<file path="src/rtl/uart_note_sender_if.sv">
// uart_note_sender_if: song-table read port of the note sender.
// Synchronous table: rom_note/rom_time follow rom_addr by one clock.
interface uart_note_sender_if;
    logic [7:0]  rom_addr;
    logic [7:0]  rom_note;
    logic [15:0] rom_time;

    modport master (output rom_addr, input rom_note, input rom_time);
    modport slave  (input rom_addr, output rom_note, output rom_time);
endinterface

</file>
<file path="src/rtl/uart_note_sender.sv">
// uart_note_sender: plays a note/duration table out as 8N1 bytes with per-note holds.
// Define UART_NOTE_SYNC_EN to precede every sent byte with a 0xFF sync frame.
module uart_note_sender #(
    parameter int CLK_FREQ = 12000000,
    parameter int UART_BPS = 115200,
    parameter int TICK_DIV = 12000,
    parameter int SONG_LEN = 96
) (
    input  logic               sys_clk,
    input  logic               sys_rst_n,
    input  logic               start,
    input  logic               stop,
    input  logic               loop_en,
    uart_note_sender_if.master rom,
    output logic               uart_txd,
    output logic               busy,
    output logic [7:0]         note_idx,
    output logic               done
);
    localparam int BPS_CNT = CLK_FREQ / UART_BPS;
    localparam int BW = (BPS_CNT > 1) ? $clog2(BPS_CNT) : 1;
    localparam int TW = (TICK_DIV > 1) ? $clog2(TICK_DIV) : 1;
`ifdef UART_NOTE_SYNC_EN
    localparam bit SYNC_EN = 1'b1;
`else
    localparam bit SYNC_EN = 1'b0;
`endif

    typedef enum logic [2:0] {IDLE, FETCH, WAIT_ROM, SEND, HOLD} state_t;

    state_t          state, state_n;
    logic [7:0]      idx;
    logic [7:0]      shift;
    logic [7:0]      pend;
    logic            sync_ph;
    logic            rest;
    logic            stop_req;
    logic [BW-1:0]   baud_cnt;
    logic [3:0]      bit_cnt;
    logic [TW-1:0]   tick_cnt;
    logic [15:0]     ms_cnt;
    logic [15:0]     hold_ms;
    logic [2:0]      bsel;
    logic            go, stop_any, bit_end, frame_end;
    logic            hold_end, last, load_rest;

    assign go        = start & ~stop;
    assign stop_any  = stop_req | stop;
    assign bit_end   = baud_cnt == BW'(BPS_CNT - 1);
    assign frame_end = bit_end && (bit_cnt == 4'd9);
    assign hold_end  = (hold_ms == 16'd0) ||
                       ((tick_cnt == TW'(TICK_DIV - 1)) &&
                        (ms_cnt == hold_ms - 16'd1));
    assign last      = idx == 8'(SONG_LEN - 1);
    assign bsel      = bit_cnt[2:0] - 3'd1;

    // A stop abandons fetch/hold at once, but lets a note frame finish first.
    assign load_rest = stop_any &
                       ((state == FETCH) | (state == WAIT_ROM) |
                        (state == HOLD) |
                        ((state == SEND) & frame_end & ~sync_ph & ~rest));

    always_ff @(posedge sys_clk or negedge sys_rst_n) begin
        if (!sys_rst_n) state <= IDLE;
        else            state <= state_n;
    end

    always_comb begin
        state_n = state;
        unique case (state)
            IDLE:     if (go) state_n = FETCH;
            FETCH:    state_n = load_rest ? SEND : WAIT_ROM;
            WAIT_ROM: state_n = SEND;
            SEND: begin
                if (frame_end) begin
                    if (sync_ph || load_rest) state_n = SEND;
                    else if (rest)            state_n = IDLE;
                    else                      state_n = HOLD;
                end
            end
            HOLD: begin
                if (load_rest)     state_n = SEND;
                else if (hold_end) state_n = (last && !loop_en) ? IDLE : FETCH;
            end
            default: state_n = IDLE;
        endcase
    end

    always_comb begin
        busy         = state != IDLE;
        rom.rom_addr = idx;
        uart_txd     = 1'b1;
        if (state == SEND) begin
            unique case (1'b1)
                bit_cnt == 4'd0: uart_txd = 1'b0;
                bit_cnt == 4'd9: uart_txd = 1'b1;
                default:         uart_txd = shift[bsel];
            endcase
        end
    end

    always_ff @(posedge sys_clk or negedge sys_rst_n) begin
        if (!sys_rst_n) begin
            idx      <= '0;
            note_idx <= '0;
            shift    <= '0;
            pend     <= '0;
            sync_ph  <= 1'b0;
            rest     <= 1'b0;
            stop_req <= 1'b0;
            baud_cnt <= '0;
            bit_cnt  <= '0;
            tick_cnt <= '0;
            ms_cnt   <= '0;
            hold_ms  <= '0;
            done     <= 1'b0;
        end else begin
            done <= (state != IDLE) && (state_n == IDLE);
            if (state == IDLE) stop_req <= 1'b0;
            else if (stop)     stop_req <= 1'b1;
            unique case (state)
                IDLE: begin
                    if (go) begin
                        idx  <= '0;
                        rest <= 1'b0;
                    end
                end
                FETCH: begin
                    baud_cnt <= '0;
                    bit_cnt  <= '0;
                end
                WAIT_ROM: begin
                    baud_cnt <= '0;
                    bit_cnt  <= '0;
                    if (!stop_any) begin
                        shift    <= SYNC_EN ? 8'hFF : rom.rom_note;
                        pend     <= rom.rom_note;
                        sync_ph  <= SYNC_EN;
                        hold_ms  <= rom.rom_time;
                        note_idx <= idx;
                    end
                end
                SEND: begin
                    baud_cnt <= bit_end ? '0 : baud_cnt + 1'b1;
                    if (bit_end)
                        bit_cnt <= (bit_cnt == 4'd9) ? 4'd0 : bit_cnt + 4'd1;
                    if (frame_end) begin
                        tick_cnt <= '0;
                        ms_cnt   <= '0;
                        if (sync_ph) begin
                            shift   <= pend;
                            sync_ph <= 1'b0;
                        end
                    end
                end
                HOLD: begin
                    if (tick_cnt == TW'(TICK_DIV - 1)) begin
                        tick_cnt <= '0;
                        ms_cnt   <= ms_cnt + 16'd1;
                    end else begin
                        tick_cnt <= tick_cnt + 1'b1;
                    end
                    if (!stop_any && hold_end) begin
                        if (!last)        idx <= idx + 8'd1;
                        else if (loop_en) idx <= '0;
                    end
                end
                default: ;
            endcase
            if (load_rest) begin
                rest     <= 1'b1;
                shift    <= SYNC_EN ? 8'hFF : 8'h00;
                pend     <= 8'h00;
                sync_ph  <= SYNC_EN;
                baud_cnt <= '0;
                bit_cnt  <= '0;
            end
        end
    end
endmodule
</file>
<file path="src/flat_wrapper.sv">
// flat-port wrapper written by rule: the top's interface ports become plain ports
module uart_note_sender_flat 
#(
    parameter int CLK_FREQ = 12000000,
    parameter int UART_BPS = 115200,
    parameter int TICK_DIV = 12000,
    parameter int SONG_LEN = 96
)
  (sys_clk, sys_rst_n, start, stop, loop_en, uart_txd, busy, note_idx, done, rom_rom_addr, rom_rom_note, rom_rom_time);
  uart_note_sender_if rom_i ();
  input  logic sys_clk;
  input  logic sys_rst_n;
  input  logic start;
  input  logic stop;
  input  logic loop_en;
  output logic uart_txd;
  output logic busy;
  output logic [7:0] note_idx;
  output logic done;
  output wire logic [$bits(rom_i.rom_addr)-1:0] rom_rom_addr;
  input wire logic [$bits(rom_i.rom_note)-1:0] rom_rom_note;
  input wire logic [$bits(rom_i.rom_time)-1:0] rom_rom_time;
  assign rom_rom_addr = rom_i.rom_addr;
  assign rom_i.rom_note = rom_rom_note;
  assign rom_i.rom_time = rom_rom_time;
  uart_note_sender #(.CLK_FREQ(CLK_FREQ), .UART_BPS(UART_BPS), .TICK_DIV(TICK_DIV), .SONG_LEN(SONG_LEN)) u_core (.sys_clk(sys_clk), .sys_rst_n(sys_rst_n), .start(start), .stop(stop), .loop_en(loop_en), .rom(rom_i), .uart_txd(uart_txd), .busy(busy), .note_idx(note_idx), .done(done));
endmodule
</file>
<file path="config.mk">
export PLATFORM = sky130hd
export DESIGN_NAME = uart_note_sender_flat
export DESIGN_NICKNAME = d
export VERILOG_FILES = /design/src/rtl/uart_note_sender_if.sv /design/src/rtl/uart_note_sender.sv /design/src/flat_wrapper.sv
export SDC_FILE = /design/constraint.sdc
export NUM_CORES = 1
export LEC_CHECK = 0
export BUFFER_PORTS_ARGS = -buffer_cell sky130_fd_sc_hd__buf_4
export CAP_MARGIN = 20
export CORE_MARGIN = 2
export CORE_UTILIZATION = 55
export CTS_BUF_LIST = sky130_fd_sc_hd__clkbuf_4
export DETAILED_ROUTE_END_ITERATION = 8
export MAX_ROUTING_LAYER = met4
export PLACE_DENSITY = 0.78
export SETUP_SLACK_MARGIN = 0.2
export SLEW_MARGIN = 20
export SYNTH_ARGS = -nofsm -noshare
export SYNTH_HDL_FRONTEND = slang
export SYNTH_SLANG_ARGS = --single-unit
</file>
<file path="constraint.sdc">
create_clock -name sys_clk -period 2.4 [get_ports sys_clk]
set_input_delay 0.6 -clock sys_clk [delete_from_list [all_inputs] [get_ports sys_clk]]
set_output_delay 0.6 -clock sys_clk [all_outputs]
set_load 0.03 [all_outputs]
</file>
==> results.md <==
- Largest net degree at the start of global routing: between 50 and 60
- Max-slew violations: 0
- Post-synthesis sequential area ratio: 43.37%
- Hold WC Path Type: primary input to async pin
- Post-Synthesis Net Count: about 600
- Cells after DPL: a little under 800
- Post-DP HPWL: 9704 um
- Num ports: 48
- Layout Area Growth over Synthesis: 39.03%
- Yosys reg bits: just under 90
- Die Area: just under 10000 um^2
- Syn Std Cell Area: between 5000 and 6000 um^2
- Slowest CP cell: dfrtp_2
- Total CTS buffers: 9
- MaxCap Viol Count: 0
- Core area: approximately 8800 um^2
- Reg2reg setup slack: -0.39 ns
- Port-buffer cells: 47
- Synthesized area per cell: roughly 8.8 um^2
- TritonCTS Sinks: between 80 and 90
- Initial Utilization: between 50% and 60%
- Placed inst area: 6167 um^2
- Worst-path cell chain: buf_6, inv_4, ha_4, mux4_2, nand3_2, o21ai_1, o21ai_1, nand2_1, buf_6
- CTS H-tree lvls: 3
- Failing checks: negative setup slack
- Crit path time final: about 2.8 ns
- Layout cell share with drive strength beyond 1: approximately 36%
- Critical path class: flop to primary output
- Floorplan die height: about 100 um
- DR iter-0 viols: 435
- CTS tree: built
- Initial antenna violation count: 0
- Worst setup margin: -0.4348 ns
- GRT overflow: 0
- WP data required: 1.80 ns
- Final #Nets: ~760
- Gr usage total: between 30 and 40%
- Max VDD drop: roughly 0.37 mV
- Dpl ws: -0.2452 ns
- Yosys warns: 0
- Critical Path Source Type: flop
- Num rows: 34
- Syn Inst Count: ~570
- DRC: 0
- Placer Congestion: just under 1
- DR vias: ~5300
- Post-synth top flop: dfrtp_1
- Hold buffer count at CTS: 0
- F_max: approximately 350 MHz
- TritonRoute pass-1 iters: 5
- Post-synth EDFFs: 0
- FFs w/ async S/R, synth: 100.0%
- Crit path largest cell delay: ~0.42 ns
- Layout Cells excl Fill: 836
- Clock Skew: 0.02935 ns
- Vias in the first global route: roughly 5000
- Cell area power density: approximately 570 nW/um^2
- Unique cell type count in the Yosys netlist: 60
- Clock latency on the worst-skew pair: 0.46 ns
- Status: finished, violations left
- Die width: around 100 um
- Largest buffer count on any clock path: 2
- Final Cycle Share: 118.1%
- Register area: between 2000 and 2500 um^2
- Clock slew at reported path FFs: between 0.15 and 0.2 ns
- CP endpoint kind: primary output
- Fin. Hold Viols: 0
- Via/cell ratio: approximately 6.3
- Routed wire length: about 16000 um
- Multi-input logic area: between 3000 and 4000 um^2
- Max-slew headroom: roughly 45%
- Final setup viols: 44
- Post-layout instance area: 6979 um^2
- Antenna viol nets, final: 0
- RSZ-0062 raised after global routing: true
- Worst Max-Slew Pin Slew: 0.8304 ns
- Root buf cell: clkbuf_4
- Leakage: 0.003271 uW
- CP delay by family, top: flip-flops
- Antenna Cells: 0
- WL per Instance: around 19 um
- Filler cells: 510
- First-pass GRT wire length: 23870 um
- Crit Path Max Fanout: 4
- Worst Path Arrival: ~2.2 ns
- WP buf/inv: 3
## placed cells by master (no fill, tap or decap), drive strengths merged, types with 4 or more instances in the layout
cell type	netlist	final
o22ai	4	4
nand4	8	8
nor3	14	14
mux2i	11	11
buf	8	168
a21oi	7	7
nor3b	5	5
nor4	9	9
and4	4	4
clkbuf	21	10
a31oi	4	4
nand2b	6	6
o211ai	6	6
ha	9	9
and3	9	9
o21ai	53	53
dfrtp	87	87
or3	7	7
nand3b	5	5
inv	12	14
nand2	112	112
xor2	25	25
o31ai	8	8
or4	5	5
nor2	55	55
xnor2	9	9
nand3	31	31
## registers in the layout, summed over array words and instances, names as in the netlist
| name | count |
|---|---|
| u_core.rom.rom_addr | 8 |
| u_core.ms_cnt | 16 |
| u_core.note_idx | 8 |
| u_core.baud_cnt | 7 |
| u_core.bit_cnt | 4 |
| u_core.stop_req | 1 |
| u_core.shift | 8 |
| u_core.rest | 1 |
| u_core.hold_ms | 16 |
| u_core.done | 1 |
| u_core.state | 3 |
| u_core.tick_cnt | 14 |
## where the power goes
group          internal (uW)  total, uW  switching, uW
sequential              1610       1740            129
clock                    319        852            533
combinational            690       1370            675
total                   2620       3950           1340
## repair_timing
action                                  in CTS  in global routing
gates resized for setup                     52                 45
buffers inserted                            17                 16
cloned                                       0                  1
pin swaps                                   23                 29
endpoints found under the setup margin      32                 60
## worst register-to-register path: stages, from the launching register on
cell      delay, ns
dfrtp_2        0.42
buf_4          0.12
buf_6          0.09
ha_2           0.16
nand3b_1       0.11
or4_4          0.53
mux2_4         0.30
buf_6          0.13
nor3_4         0.22
and4_4         0.28
nand2_2        0.07
xor2_1         0.18
nor2_1         0.06
## Yosys cell counts (5+ instances only)
master,count,share of area (%)
o21ai_0,52,5.2
xor2_1,25,4.4
nand4_1,8,1.0
and3_1,9,1.1
a21oi_1,6,0.60
nor2_1,55,4.1
nand2b_1,6,0.75
clkbuf_1,21,1.6
buf_2,5,0.50
dfrtp_1,87,43
nor3b_1,5,0.75
nor3_1,13,1.3
ha_1,9,2.2
nor4_1,6,0.75
mux2i_1,11,2.2
nand3b_1,5,0.75
nand2_1,112,8.4
nand3_1,31,3.1
o211ai_1,6,0.90
or3_1,7,0.87
xnor2_1,9,1.6
inv_1,12,0.90
## final cells by class
type | count | area share, %
Clock buffer | 9 | 0.9681
Timing Repair Buffer | 169 | 20.13
Clock inverter | 6 | 0.9860
Multi-Input combinational cell | 445 | 44.05
Sequential cell | 87 | 31.25
Tap cell | 108 | 1.936
Inverter | 12 | 0.6812
## path summary, 6_finish.rpt
path,from,endpoint,depth (start not counted)
max in group asynchronous,sys_rst_n,u_core.hold_ms[3],2
max reg2reg,u_core.bit_cnt[0],u_core.ms_cnt[12],12
min reg2reg,u_core.note_idx[2],u_core.note_idx[2],2
min,sys_rst_n,u_core.note_idx[5],1
max,u_core.bit_cnt[0],uart_txd,9
min in group sys_clk,rom_rom_time[12],u_core.hold_ms[12],3
## layer usage
layer	vias to the layer above	global-route usage [%]	share of wire (%)
met3	94	5.833	8.1
li1	2330	-	-
met1	2534	37.97	38
met5	-	-	0
met4	0	11.06	4.5
met2	317	51.25	50
## per-stage QoR
stage          util, %  power (uW)  TNS, ns  hold WS, ns
5_1_grt          79.26        4118   -11.81       0.1217
6_report         79.26        3954   -9.174      0.09117
3_3_place_gp     70.03        2741   -1.815       0.4628
3_5_place_dp     70.03        2800   -2.435       0.4675
4_1_cts          75.48        3771   -2.296      0.09804
2_1_floorplan        -        2325  -0.8898       0.3044
## cell families (layout without fill, tap and decap cells)
kind of cell    Yosys count  in the layout  share of synthesized area, %
simple gates            285            285                         28.24
flops                    87             87                         43.37
fa+ha+maj                 9              9                         2.243
xor+xnor                 34             34                         5.932
mux                      15             15                         3.539
buf+inv                  41            196                         3.489
compound gates          102            102                         13.19
Power figures use the tool's default switching activity.
